===== config.mk =====
export PLATFORM = sky130hd
export DESIGN_NAME = perceptron_mac_flat
export DESIGN_NICKNAME = d
export VERILOG_FILES = /design/src/rtl/perceptron_pkg.sv /design/src/rtl/perceptron_mac_if.sv /design/src/rtl/perceptron_mac_mul.sv /design/src/rtl/perceptron_mac.sv /design/src/flat_wrapper.sv
export SDC_FILE = /design/constraint.sdc
export NUM_CORES = 1
export LEC_CHECK = 0
export BUFFER_PORTS_ARGS = -buffer_cell sky130_fd_sc_hd__buf_4
export CAP_MARGIN = 0
export CORE_AREA = 2 2 208 210
export CTS_CLUSTER_DIAMETER = 100
export DETAILED_ROUTE_END_ITERATION = 8
export DIE_AREA = 0 0 210 212
export GPL_ROUTABILITY_DRIVEN = 1
export SLEW_MARGIN = 20
export SYNTH_ARGS = -nofsm -noshare
export SYNTH_HDL_FRONTEND = slang
export SYNTH_SLANG_ARGS = --single-unit

===== constraint.sdc =====
create_clock -name clk -period 9.4 [get_ports clk]
set_clock_uncertainty 0.15 [all_clocks]
set_input_delay 0.94 -clock clk [delete_from_list [all_inputs] [get_ports clk]]
set_output_delay 0.94 -clock clk [all_outputs]
set_load 0.01 [all_outputs]

===== src/rtl/perceptron_pkg.sv =====
// perceptron_pkg
//   Shared definitions for the perceptron layer blocks.
//   - state_t     : sequencing FSM states for perceptron_mac (exposed on a debug port).
//   - DEF_*       : default widths / vector length.
//   - narrow_sat(): clamp a signed value (up to 64 bits) into a w-bit signed range.
//                   Callers keep the low w bits of the return value; o_ovf flags clamping.
//   Optional feature macro used by the blocks importing this package: PERCEPTRON_MAC_SAT_EN.
package perceptron_pkg;

  localparam int DEF_A_W    = 24;
  localparam int DEF_B_W    = 16;
  localparam int DEF_B_FRAC = 12;
  localparam int DEF_LEN    = 8;

  typedef enum logic [1:0] {
    IDLE  = 2'd0,
    ACC   = 2'd1,
    FLUSH = 2'd2,
    DONE  = 2'd3
  } state_t;

  // Clamp v to [-2^(w-1), 2^(w-1)-1]. w is expected to be a constant at the
  // call site, so hi/lo fold to constants in synthesis.
  function automatic logic signed [63:0] narrow_sat(input logic signed [63:0] v,
                                                    input int w,
                                                    output logic o_ovf);
    logic signed [63:0] hi;
    logic signed [63:0] lo;
    hi = (64'sd1 <<< (w - 1)) - 64'sd1;
    lo = -hi - 64'sd1;
    o_ovf = 1'b0;
    if (v > hi) begin
      o_ovf = 1'b1;
      return hi;
    end else if (v < lo) begin
      o_ovf = 1'b1;
      return lo;
    end
    return v;
  endfunction

endpackage


===== src/rtl/perceptron_mac_if.sv =====
// perceptron_mac_if
//   Operand stream (sequencer -> MAC) and result stream (MAC -> writeback).
//   Handshake rule for both streams: a transfer happens on a posedge where
//   valid && ready; the source holds valid and its payload stable until that
//   edge, and ready never depends combinationally on valid.
//   master : operand source / result sink (sequencer + writeback side)
//   slave  : the MAC
//   Payload: a0/a1 activation candidates, b weight, x0/x1 bias candidates and
//   mode (bias/mode sampled on the first beat only); out / out_sat result.
interface perceptron_mac_if #(
  parameter int A_W = 24,
  parameter int B_W = 16
);
  logic           in_valid;
  logic           in_ready;
  logic [A_W-1:0] a0;
  logic [A_W-1:0] a1;
  logic [B_W-1:0] b;
  logic [A_W-1:0] x0;
  logic [A_W-1:0] x1;
  logic           mode;
  logic           out_valid;
  logic           out_ready;
  logic [A_W-1:0] out;
  logic           out_sat;

  modport master (
    output in_valid, a0, a1, b, x0, x1, mode, out_ready,
    input  in_ready, out_valid, out, out_sat
  );

  modport slave (
    input  in_valid, a0, a1, b, x0, x1, mode, out_ready,
    output in_ready, out_valid, out, out_sat
  );
endinterface


===== src/rtl/perceptron_mac_mul.sv =====
// perceptron_mac_mul
//   Registered stage 1: p = narrow((a * b) >>> B_FRAC), full A_W+B_W product.
//   Ports:
//     clk, rst_n      clock, async active-low reset
//     i_en            a beat is accepted this cycle
//     i_first         the accepted beat is the first of its vector
//     i_a, i_b        selected activation, weight (signed)
//     o_valid         registered product valid (one cycle per accepted beat)
//     o_first         registered product belongs to the first beat
//     o_p             registered narrowed product
//     o_sat           narrowing clamped (only with PERCEPTRON_MAC_SAT_EN)
//   PERCEPTRON_MAC_SAT_EN: clamp on narrowing; otherwise two's-complement wrap.
module perceptron_mac_mul
  import perceptron_pkg::*;
#(
  parameter int A_W    = DEF_A_W,
  parameter int B_W    = DEF_B_W,
  parameter int B_FRAC = DEF_B_FRAC
) (
  input  logic           clk,
  input  logic           rst_n,
  input  logic           i_en,
  input  logic           i_first,
  input  logic [A_W-1:0] i_a,
  input  logic [B_W-1:0] i_b,
  output logic           o_valid,
  output logic           o_first,
`ifdef PERCEPTRON_MAC_SAT_EN
  output logic           o_sat,
`endif
  output logic [A_W-1:0] o_p
);

  localparam int P_W = A_W + B_W;

  logic signed [P_W-1:0] w_prod;
  logic [A_W-1:0]        w_p;

  assign w_prod = P_W'($signed(i_a)) * P_W'($signed(i_b));

`ifdef PERCEPTRON_MAC_SAT_EN
  logic w_sat;
  always_comb begin
    w_sat = 1'b0;
    w_p   = A_W'(narrow_sat(64'(w_prod >>> B_FRAC), A_W, w_sat));
  end
`else
  assign w_p = A_W'(w_prod >>> B_FRAC);
`endif

  always_ff @(posedge clk or negedge rst_n) begin
    if (!rst_n) begin
      o_valid <= 1'b0;
      o_first <= 1'b0;
      o_p     <= '0;
`ifdef PERCEPTRON_MAC_SAT_EN
      o_sat   <= 1'b0;
`endif
    end else begin
      o_valid <= i_en;
      if (i_en) begin
        o_first <= i_first;
        o_p     <= w_p;
`ifdef PERCEPTRON_MAC_SAT_EN
        o_sat   <= w_sat;
`endif
      end
    end
  end

endmodule


===== src/rtl/perceptron_mac.sv =====
// perceptron_mac
//   Sequential fixed-point MAC: out = x + sum(a[i]*b[i]) over LEN beats.
//   Ports:
//     clk, rst_n    clock, async active-low reset
//     bus           perceptron_mac_if.slave (operand stream in, result stream out)
//     o_dbg_state   current FSM state
//   Pipeline: beat accepted -> product registered (stage 1) -> accumulated
//   (stage 2). FLUSH is the one cycle that lets the last product land in the
//   accumulator before DONE presents it.
//   PERCEPTRON_MAC_SAT_EN: saturating products/sums and sticky out_sat;
//   otherwise wraparound and out_sat tied low.
module perceptron_mac
  import perceptron_pkg::*;
#(
  parameter int A_W    = DEF_A_W,
  parameter int B_W    = DEF_B_W,
  parameter int B_FRAC = DEF_B_FRAC,
  parameter int LEN    = DEF_LEN
) (
  input  logic                  clk,
  input  logic                  rst_n,
  perceptron_mac_if.slave       bus,
  output state_t                o_dbg_state
);

  localparam int CNT_W = (LEN < 2) ? 1 : $clog2(LEN + 1);

  state_t           r_state;
  logic [CNT_W-1:0] r_cnt;
  logic             r_mode;
  logic [A_W-1:0]   r_x;
  logic [A_W-1:0]   r_acc;
  logic             r_out_valid;

  logic             w_in_ready;
  logic             w_accept;
  logic             w_first_beat;
  logic             w_mode_sel;
  logic [A_W-1:0]   w_a;

  logic             w_p_valid;
  logic             w_p_first;
  logic [A_W-1:0]   w_p;
  logic [A_W-1:0]   w_base;
  logic [A_W-1:0]   w_acc_next;

  assign w_in_ready   = (r_state == IDLE) || (r_state == ACC);
  assign w_accept     = bus.in_valid && w_in_ready;
  assign w_first_beat = (r_state == IDLE);
  // The first beat uses the live mode; later beats use the latched one.
  assign w_mode_sel   = w_first_beat ? bus.mode : r_mode;
  assign w_a          = w_mode_sel ? bus.a1 : bus.a0;

  // FSM and sequencing registers.
  always_ff @(posedge clk or negedge rst_n) begin
    if (!rst_n) begin
      r_state     <= IDLE;
      r_cnt       <= '0;
      r_mode      <= 1'b0;
      r_x         <= '0;
      r_out_valid <= 1'b0;
    end else begin
      case (r_state)
        IDLE: begin
          if (w_accept) begin
            r_mode  <= bus.mode;
            r_x     <= bus.mode ? bus.x1 : bus.x0;
            r_cnt   <= CNT_W'(1);
            r_state <= (LEN == 1) ? FLUSH : ACC;
          end
        end
        ACC: begin
          if (w_accept) begin
            r_cnt <= r_cnt + CNT_W'(1);
            if (r_cnt == CNT_W'(LEN - 1)) r_state <= FLUSH;
          end
        end
        FLUSH: begin
          r_state     <= DONE;
          r_out_valid <= 1'b1;
        end
        DONE: begin
          if (bus.out_ready) begin
            r_out_valid <= 1'b0;
            r_state     <= IDLE;
          end
        end
        default: r_state <= IDLE;
      endcase
    end
  end

  perceptron_mac_mul #(
    .A_W    (A_W),
    .B_W    (B_W),
    .B_FRAC (B_FRAC)
  ) u_mul (
    .clk     (clk),
    .rst_n   (rst_n),
    .i_en    (w_accept),
    .i_first (w_first_beat),
    .i_a     (w_a),
    .i_b     (bus.b),
    .o_valid (w_p_valid),
    .o_first (w_p_first),
`ifdef PERCEPTRON_MAC_SAT_EN
    .o_sat   (w_p_sat),
`endif
    .o_p     (w_p)
  );

  // Stage 2: the first product of a vector starts from the latched bias.
  assign w_base = w_p_first ? r_x : r_acc;

`ifdef PERCEPTRON_MAC_SAT_EN
  logic w_p_sat;
  logic w_sum_ovf;
  logic r_sat;

  // Sign-extended 64-bit add is exact for the A_W+1-bit sum.
  always_comb begin
    w_sum_ovf  = 1'b0;
    w_acc_next = A_W'(narrow_sat(64'($signed(w_base)) + 64'($signed(w_p)), A_W, w_sum_ovf));
  end

  always_ff @(posedge clk or negedge rst_n) begin
    if (!rst_n) begin
      r_sat <= 1'b0;
    end else if (w_accept && w_first_beat) begin
      r_sat <= 1'b0;
    end else if (w_p_valid) begin
      r_sat <= r_sat | w_p_sat | w_sum_ovf;
    end
  end

  assign bus.out_sat = r_sat;
`else
  assign w_acc_next  = w_base + w_p;
  assign bus.out_sat = 1'b0;
`endif

  always_ff @(posedge clk or negedge rst_n) begin
    if (!rst_n) begin
      r_acc <= '0;
    end else if (w_p_valid) begin
      r_acc <= w_acc_next;
    end
  end

  assign bus.in_ready  = w_in_ready;
  assign bus.out_valid = r_out_valid;
  assign bus.out       = r_acc;
  assign o_dbg_state   = r_state;

endmodule


===== src/flat_wrapper.sv =====
// flat-port wrapper written by rule: the top's interface ports become plain ports
module perceptron_mac_flat import perceptron_pkg::*;
#(
  parameter int A_W    = DEF_A_W,
  parameter int B_W    = DEF_B_W,
  parameter int B_FRAC = DEF_B_FRAC,
  parameter int LEN    = DEF_LEN
)
  (clk, rst_n, o_dbg_state, bus_in_valid, bus_a0, bus_a1, bus_b, bus_x0, bus_x1, bus_mode, bus_out_ready, bus_in_ready, bus_out_valid, bus_out, bus_out_sat);
  perceptron_mac_if #(.A_W(A_W), .B_W(B_W)) bus_i ();
  input  logic clk;
  input  logic rst_n;
  output state_t o_dbg_state;
  input wire logic [$bits(bus_i.in_valid)-1:0] bus_in_valid;
  input wire logic [$bits(bus_i.a0)-1:0] bus_a0;
  input wire logic [$bits(bus_i.a1)-1:0] bus_a1;
  input wire logic [$bits(bus_i.b)-1:0] bus_b;
  input wire logic [$bits(bus_i.x0)-1:0] bus_x0;
  input wire logic [$bits(bus_i.x1)-1:0] bus_x1;
  input wire logic [$bits(bus_i.mode)-1:0] bus_mode;
  input wire logic [$bits(bus_i.out_ready)-1:0] bus_out_ready;
  output wire logic [$bits(bus_i.in_ready)-1:0] bus_in_ready;
  output wire logic [$bits(bus_i.out_valid)-1:0] bus_out_valid;
  output wire logic [$bits(bus_i.out)-1:0] bus_out;
  output wire logic [$bits(bus_i.out_sat)-1:0] bus_out_sat;
  assign bus_i.in_valid = bus_in_valid;
  assign bus_i.a0 = bus_a0;
  assign bus_i.a1 = bus_a1;
  assign bus_i.b = bus_b;
  assign bus_i.x0 = bus_x0;
  assign bus_i.x1 = bus_x1;
  assign bus_i.mode = bus_mode;
  assign bus_i.out_ready = bus_out_ready;
  assign bus_in_ready = bus_i.in_ready;
  assign bus_out_valid = bus_i.out_valid;
  assign bus_out = bus_i.out;
  assign bus_out_sat = bus_i.out_sat;
  perceptron_mac #(.A_W(A_W), .B_W(B_W), .B_FRAC(B_FRAC), .LEN(LEN)) u_core (.clk(clk), .rst_n(rst_n), .bus(bus_i), .o_dbg_state(o_dbg_state));
endmodule

==> results of run 1 <==
## cell families (layout without fill, tap and decap cells)
family	after synthesis	after routing	share of synthesized area
and+or+nand+nor	534	534	0.148
AOI/OAI and AO/OA	192	192	0.0676
other	1	1	0.000213
adders and majority gates	459	459	0.472
DFF	82	82	0.117
muxes	91	91	0.0580
xor gates and xnor gates	60	60	0.0307
buffers and inverters	499	582	0.107
## worst reg2reg max path: stages (launching register included)
cell and delay, ns:
sky130_fd_sc_hd__dfrtp_1 0.41, sky130_fd_sc_hd__inv_1 0.11, sky130_fd_sc_hd__ha_1 0.32, sky130_fd_sc_hd__mux2i_4 0.61, sky130_fd_sc_hd__buf_4 0.31, sky130_fd_sc_hd__mux2_2 0.51, sky130_fd_sc_hd__and2_1 0.25, sky130_fd_sc_hd__fa_1 0.53
sky130_fd_sc_hd__inv_1 0.05, sky130_fd_sc_hd__fa_1 0.47, sky130_fd_sc_hd__fa_1 0.51, sky130_fd_sc_hd__inv_1 0.05, sky130_fd_sc_hd__fa_1 0.46, sky130_fd_sc_hd__fa_1 0.51, sky130_fd_sc_hd__inv_1 0.05, sky130_fd_sc_hd__fa_1 0.47
sky130_fd_sc_hd__inv_1 0.04, sky130_fd_sc_hd__ha_1 0.34, sky130_fd_sc_hd__a21o_1 0.20, sky130_fd_sc_hd__a21o_1 0.17, sky130_fd_sc_hd__a21oi_1 0.28, sky130_fd_sc_hd__o211ai_1 0.19, sky130_fd_sc_hd__a21oi_4 0.21, sky130_fd_sc_hd__o21ai_2 0.11
sky130_fd_sc_hd__a21oi_2 0.20, sky130_fd_sc_hd__nor4b_1 0.08, sky130_fd_sc_hd__or3_1 0.38
## cell type report
cell class                      instances  area [um2]  share of cell area
Clock buffer                           10         229              0.0118
Clock inverter                          5        32.5             0.00168
Inverter                              417        1570              0.0809
Multi-Input combinational cell       1337       13700               0.706
Sequential cell                        82        2050               0.106
Tap cell                              546         683              0.0353
Timing Repair Buffer                  150        1130              0.0584
## flip-flops by register name (all words and copies together), names as in the netlist
register and cells:
u_core.r_cnt 4, u_core.u_mul.o_first 1, u_core.u_mul.o_p 24, u_core.o_dbg_state 2
u_core.r_mode 1, u_core.r_x 24, u_core.u_mul.o_valid 1, u_core.bus.out 24
u_core.bus.out_valid 1
## through the flow
step / cells / utilization / area (um2) / setup WS (ns) / hold slack, ns
2_1_floorplan: 1918 / - / 17600 / 1.66 / 0.306
3_3_place_gp: 2532 / 0.449 / 19100 / 1.02 / 0.327
3_5_place_dp: 2532 / 0.449 / 19100 / 0.966 / 0.331
4_1_cts: 2547 / 0.455 / 19300 / 1.23 / 0.348
5_1_grt: 2547 / 0.455 / 19300 / 0.885 / 0.368
6_report: 2547 / 0.455 / 19300 / 1.31 / 0.341
## per-layer routing
layer | part of all wire | routed length, um | vias to the layer above
li1 | - | - | 5957
met1 | 0.49 | 21500 | 6308
met2 | 0.43 | 19200 | 409
met3 | 0.066 | 2900 | 45
met4 | 0.015 | 651 | 0
met5 | 0 | 0 | -
## cell usage in the layout, fill, tap and decap left out, types with 3 or more instances in the layout
master / n
sky130_fd_sc_hd__nor3b_1: 3
sky130_fd_sc_hd__o21a_1: 5
sky130_fd_sc_hd__inv_1: 417
sky130_fd_sc_hd__xnor2_1: 44
sky130_fd_sc_hd__nor2b_1: 4
sky130_fd_sc_hd__o21ai_0: 44
sky130_fd_sc_hd__dfrtp_1: 82
sky130_fd_sc_hd__a31oi_1: 5
sky130_fd_sc_hd__nor3_1: 5
sky130_fd_sc_hd__or2_2: 7
sky130_fd_sc_hd__xor2_1: 15
sky130_fd_sc_hd__nand3_1: 16
sky130_fd_sc_hd__nand4_1: 8
sky130_fd_sc_hd__clkbuf_16: 9
sky130_fd_sc_hd__mux2i_1: 25
sky130_fd_sc_hd__o21ai_1: 12
sky130_fd_sc_hd__ha_1: 118
sky130_fd_sc_hd__a21o_1: 15
sky130_fd_sc_hd__mux2_2: 63
sky130_fd_sc_hd__o21ai_2: 3
sky130_fd_sc_hd__nand2b_1: 5
sky130_fd_sc_hd__clkinvlp_4: 3
sky130_fd_sc_hd__fa_1: 341
sky130_fd_sc_hd__nor2_1: 65
sky130_fd_sc_hd__a211oi_1: 7
sky130_fd_sc_hd__a21oi_1: 69
sky130_fd_sc_hd__o21bai_1: 5
sky130_fd_sc_hd__nand2_1: 233
sky130_fd_sc_hd__buf_4: 149
sky130_fd_sc_hd__and2_1: 169
sky130_fd_sc_hd__or3_1: 3
## path summary, 6_finish.rpt
kind / startpoint / end / slack, ns / depth (start not counted)
setup reg to reg: u_core.o_dbg_state[1]$_DFFE_PN0P_ / u_core.u_mul.o_p[16]$_DFFE_PN0P_ / 1.31 / 26
min in group asynchronous: rst_n / u_core.r_x[0]$_DFFE_PN0P_ / 0.50 / 1
setup / recovery: u_core.o_dbg_state[1]$_DFFE_PN0P_ / u_core.u_mul.o_p[16]$_DFFE_PN0P_ / 1.31 / 26
hold / removal: u_core.u_mul.o_p[12]$_DFFE_PN0P_ / u_core.u_mul.o_p[12]$_DFFE_PN0P_ / 0.34 / 2
hold reg to reg: u_core.u_mul.o_p[12]$_DFFE_PN0P_ / u_core.u_mul.o_p[12]$_DFFE_PN0P_ / 0.34 / 2
max in group asynchronous: rst_n / u_core.bus.out[16]$_DFFE_PN0P_ / 8.10 / 1
==> out/results.tsv, run 1 <==
stage	metric	value	unit
worst_setup_path	Top delay family on crit path	adder cells	
global_routing	GRT Util Overall	0.209	
global_routing	pin count of the biggest net entering global routing	83	
global_routing	vias in the first global route	13700	
placement	# port buffers	144	
global_routing	total global routing overflow	0	
worst_setup_path	start-to-end type of the worst setup path	reg -> reg	
placement	gp weighted congestion	0.879	
logic_synthesis	count of flip-flops with a built-in enable after synthesis	0	
floorplanning	floorplan core area	0.0425	mm2
floorplanning	row cnt	76	
clock_network	post-cts repair resize count	0	
worst_setup_path	maximum single-stage delay on the critical path	0.61	ns
worst_hold_path	path category of the worst min-delay check	reg -> reg	
global_routing	met1 Use GR	0.307	
route	DR pass1 iterations	5	
route	post-DR wirelength/cell	17.4	um
logic_synthesis	prevailing post-synth register cell	sky130_fd_sc_hd__dfrtp_1	
global_routing	GRT met2 Usage	0.331	
sta	final count of pins violating max slew	0	
global_routing	first-pass GRT wire length	73000	um
clock_network	Worst-path clk slew	0.06	ns
outcome	outcome	complete, no violations	
logic_synthesis	Syn Area/Cell	9.17	um2
sta	Fmax	124	MHz
route	total via count in the routed design	12700	
sta	final setup TNS	0	ns
clock_network	Root Buffer	sky130_fd_sc_hd__clkbuf_16	
sta	slew of the pin with the lowest slew margin	0.976	ns
worst_setup_path	crit start category	flop	
placement	post-detail-place hpwl	35800	um
logic_synthesis	share of synthesized flip-flops with an asynchronous set or reset	1.00	
finish	diodes inserted	0	
global_routing	most used routing layer	met2	
logic_synthesis	distinct cell type count after synthesis	68	
finish	final layout net count	2573	
sta	final hold violations	0	
route	DR vias/cell	4.99	
clock_network	CTS Sinks	82	
logic_synthesis	share of the synthesized area in the top cell type	0.388	
logic_synthesis	synth cell count leaders	sky130_fd_sc_hd__inv_1 (417), sky130_fd_sc_hd__fa_1 (341), sky130_fd_sc_hd__nand2_1 (234), sky130_fd_sc_hd__and2_1 (169), sky130_fd_sc_hd__ha_1 (118)	
worst_setup_path	crit path DAT	8.16	ns
clock_network	Num CTS Buffers	9	
worst_setup_path	number of buffer and inverter stages on the critical path	6	
logic_synthesis	total nets after synthesis	2494	
logic_synthesis	flop and latch count out of synthesis	82	
worst_setup_path	top fanout value on the critical path	16	
sta	endpoints failing setup	0	
worst_setup_path	type of element capturing the critical path	flop	
global_routing	antenna violations before repair	0	
worst_setup_path	cell seen most often among critical-path stages	sky130_fd_sc_hd__fa_1	
floorplanning	Chip Width	210	um
floorplanning	number of top-level design ports	146	
logic_synthesis	number of warnings reported in the yosys synthesis log	0	
route	DR iter-0 viols	749	
logic_synthesis	sequential cell area fraction in the yosys report	0.117	
sta	Slew HR	0.349	
sta	setup repair after global routing missed its margin	no	
clock_network	CTS tree	built	
sta	portion of the clock cycle consumed by the worst path in the final layout	0.861	
logic_synthesis	cell types with the largest area share after synthesis	sky130_fd_sc_hd__fa_1 (39%), sky130_fd_sc_hd__dfrtp_1 (12%), sky130_fd_sc_hd__inv_1 (8.9%)	
route	number of remaining DRC errors	0	
floorplanning	initial core utilization	0.414	
floorplanning	vertical die dimension	212	um
logic_synthesis	number of instances in the synthesized netlist	1918	
clock_network	Clock Tree Buf Depth	2	
clock_network	Skew-Pair Late Insertion Delay	0.34	ns
logic_synthesis	Syn Std Cell Area	0.0176	mm2
floorplanning	die footprint	0.0445	mm2
logic_synthesis	leading area contributor after synthesis	sky130_fd_sc_hd__fa_1	
sta	clock period minus final worst setup slack	8.09	ns
finish	layout filler cell count	4142	
clock_network	hold_buf cts	0	
global_routing	global routing usage on met3	0.0292	
route	Final ANT Viol Nets	0	
finish	area growth from synthesis to final layout	10.0	%
finish	fraction of final layout cells sized beyond drive strength 1	0.125	
job	number of max-capacitance violations reported	0	
clock_network	setup repair bufs after CTS	0	
logic_synthesis	most common cell in the netlist	sky130_fd_sc_hd__inv_1	
worst_setup_path	Crit path required time	9.47	ns
clock_network	total number of H-tree levels	3	
route	post-detailed-routing wire length	44300	um
worst_setup_path	Critical Path Slowest Stage Cell	sky130_fd_sc_hd__mux2i_4	
Power of run 1 is not shown: default switching activity piles up to over one toggle a cycle in this logic, so the estimate is an artifact.
==> run 2: changes to the inputs <==
--- a/config.mk
+++ b/config.mk
@@ -12,6 +12,9 @@
 export DETAILED_ROUTE_END_ITERATION = 8
 export DIE_AREA = 0 0 210 212
 export GPL_ROUTABILITY_DRIVEN = 1
+export HOLD_SLACK_MARGIN = 0.03
+export MAX_ROUTING_LAYER = met4
+export RECOVER_POWER = 50
 export SLEW_MARGIN = 20
 export SYNTH_ARGS = -nofsm -noshare
 export SYNTH_HDL_FRONTEND = slang
==> run 2 against run 1 <==
Compared with the run above:
- the run now ends with capacitance limit, slew limit left
- count of clock-buffer cells in the layout is 1 lower
- first-iteration DRC count is 0.40% lower
- critical path depth is 2 lower
- core utilization is 0.077 points higher
- register-to-register slack worse by 0.15 ns
- maximum frequency is 1.8% lower
- final cell count hardly changed
- global-route usage is 0.70 points higher
==> out/results.tsv, run 2 (synthesis results as in run 1) <==
stage	metric	value	unit
route	total via count in the routed design	12800	
sta	setup repair after global routing missed its margin	no	
floorplanning	row cnt	76	
finish	Util after Layout	0.456	
worst_hold_path	Worst Hold Endpoint	u_core.u_mul.o_p[8]$_DFFE_PN0P_	
finish	highest-count cells in the layout ignoring fill and taps	sky130_fd_sc_hd__inv_1 (417), sky130_fd_sc_hd__fa_1 (341), sky130_fd_sc_hd__nand2_1 (233)	
worst_setup_path	start-to-end type of the worst setup path	reg -> reg	
global_routing	total global routing overflow	0	
clock_network	Skew-Pair Late Insertion Delay	0.34	ns
clock_network	Worst-path clk slew	0.07	ns
clock_network	Num CTS Buffers	9	
route	Final ANT Viol Nets	0	
worst_hold_path	startpoint of the lowest-slack hold path	u_core.u_mul.o_p[8]$_DFFE_PN0P_	
floorplanning	Chip Width	210	um
placement	gp weighted congestion	0.885	
floorplanning	die footprint	0.0445	mm2
worst_setup_path	crit path DAT	8.30	ns
floorplanning	initial core utilization	0.414	
clock_network	CTS tree	built	
global_routing	GRT Util Overall	0.216	
route	DR pass1 iterations	5	
finish	most frequent standard cell in the layout excluding fill and tap cells	sky130_fd_sc_hd__inv_1	
finish	area growth from synthesis to final layout	10.2	%
worst_setup_path	Crit path required time	9.46	ns
worst_setup_path	type of element capturing the critical path	flop	
clock_network	CTS Sinks	82	
clock_network	setup repair bufs after CTS	0	
route	post-DR wirelength/cell	17.4	um
worst_setup_path	crit start category	flop	
placement	post-detail-place hpwl	35600	um
worst_setup_path	top fanout value on the critical path	16	
floorplanning	floorplan core area	0.0425	mm2
sta	portion of the clock cycle consumed by the worst path in the final layout	0.876	
global_routing	vias in the first global route	13800	
outcome	violations in the final reports	capacitance limit, slew limit	
floorplanning	number of top-level design ports	146	
job	number of max-capacitance violations reported	2	
route	DR vias/cell	5.01	
worst_setup_path	source of the worst register-to-register timing path	u_core.o_dbg_state[0]$_DFFE_PN0P_	
clock_network	Root Buffer	sky130_fd_sc_hd__clkbuf_16	
sta	clock period minus final worst setup slack	8.24	ns
sta	final count of pins violating max slew	134	
floorplanning	vertical die dimension	212	um
worst_setup_path	cell depth of the worst flop-to-flop path	24	
clock_network	hold_buf cts	0	
finish	final layout net count	2573	
clock_network	Clock Tree Buf Depth	2	
sta	final setup TNS	0	ns
worst_hold_path	path category of the worst min-delay check	reg -> reg	
sta	Fmax	121	MHz
clock_network	total number of H-tree levels	3	
worst_setup_path	setup slack, reg-to-reg	1.16	ns
placement	# port buffers	144	
global_routing	pin count of the biggest net entering global routing	83	
worst_hold_path	hold depth	2	
sta	final hold violations	0	
finish	diodes inserted	0	
worst_setup_path	reg2reg end	u_core.u_mul.o_p[21]$_DFFE_PN0P_	
route	post-detailed-routing wire length	44400	um
sta	slew of the pin with the lowest slew margin	4.31	ns
finish	fraction of final layout cells sized beyond drive strength 1	0.124	
sta	endpoints failing setup	0	
global_routing	first-pass GRT wire length	73500	um
global_routing	antenna violations before repair	0	
outcome	outcome	complete, but fails checks	
sta	Slew HR	-1.88	
route	number of remaining DRC errors	0	
route	DR iter-0 viols	746	
clock_network	post-cts repair resize count	0	
-- run 2: area by class of cell --
type / count / area, um2
Inverter: 417 / 1570
Clock inverter: 7 / 83.8
Timing Repair Buffer: 150 / 1110
Tap cell: 546 / 683
Multi-Input combinational cell: 1337 / 13700
Sequential cell: 82 / 2050
Clock buffer: 9 / 225
Fill cell: 4169 / 23100
-- run 2: worst max-delay path by stage --
stage | from | to | slack, ns
3_3_place_gp | bus_mode | u_core.u_mul.o_p[16]$_DFFE_PN0P_ | 0.91
2_1_floorplan | bus_mode | u_core.u_mul.o_p[16]$_DFFE_PN0P_ | 1.66
3_5_place_dp | bus_mode | u_core.u_mul.o_p[16]$_DFFE_PN0P_ | 0.87
6_report | u_core.o_dbg_state[0]$_DFFE_PN0P_ | u_core.u_mul.o_p[21]$_DFFE_PN0P_ | 1.16
5_1_grt | u_core.o_dbg_state[0]$_DFFE_PN0P_ | u_core.u_mul.o_p[21]$_DFFE_PN0P_ | 0.76
4_1_cts | u_core.o_dbg_state[0]$_DFFE_PN0P_ | u_core.u_mul.o_p[16]$_DFFE_PN0P_ | 1.14
-- run 2: routing by layer --
layer | GRT usage | vias up | wire [um]
met4 | 0.0433 | 0 | 653
li1 | - | 5960 | -
met3 | 0.0331 | 55 | 3060
met5 | - | - | 0
met1 | 0.308 | 6343 | 21500
met2 | 0.329 | 420 | 19200
-- run 2: stage by stage --
| step | cell area [um2] | cells | setup slack, ns | hold WS (ns) |
|---|---|---|---|---|
| floorplan | 17600 | 1918 | 1.66 | 0.306 |
| detailed placement | 19100 | 2532 | 0.871 | 0.328 |
| global placement | 19100 | 2532 | 0.908 | 0.326 |
| CTS | 19400 | 2548 | 1.14 | 0.345 |
| global route | 19400 | 2548 | 0.756 | 0.379 |
| finish | 19400 | 2548 | 1.16 | 0.337 |
-- run 2: worst max-delay path, stage by stage, from the launching register on --
cell                       delay, ns
sky130_fd_sc_hd__dfrtp_1        0.42
sky130_fd_sc_hd__inv_1          0.11
sky130_fd_sc_hd__ha_1           0.32
sky130_fd_sc_hd__mux2i_4        0.71
sky130_fd_sc_hd__buf_4          0.30
sky130_fd_sc_hd__mux2_2         0.55
sky130_fd_sc_hd__and2_1         0.26
sky130_fd_sc_hd__fa_1           0.48
sky130_fd_sc_hd__inv_1          0.05
sky130_fd_sc_hd__fa_1           0.40
sky130_fd_sc_hd__fa_1           0.45
sky130_fd_sc_hd__fa_1           0.52
sky130_fd_sc_hd__inv_1          0.07
sky130_fd_sc_hd__fa_1           0.58
sky130_fd_sc_hd__fa_1           0.45
sky130_fd_sc_hd__ha_1           0.35
sky130_fd_sc_hd__o211ai_1       0.11
sky130_fd_sc_hd__a21oi_1        0.08
sky130_fd_sc_hd__a221oi_1       0.63
sky130_fd_sc_hd__a211oi_1       0.27
sky130_fd_sc_hd__o21ai_1        0.25
sky130_fd_sc_hd__nand3b_1       0.14
sky130_fd_sc_hd__a21oi_1        0.20
sky130_fd_sc_hd__xor2_1         0.17
sky130_fd_sc_hd__o21ai_1        0.07
Power of run 2 is left out for the same reason.
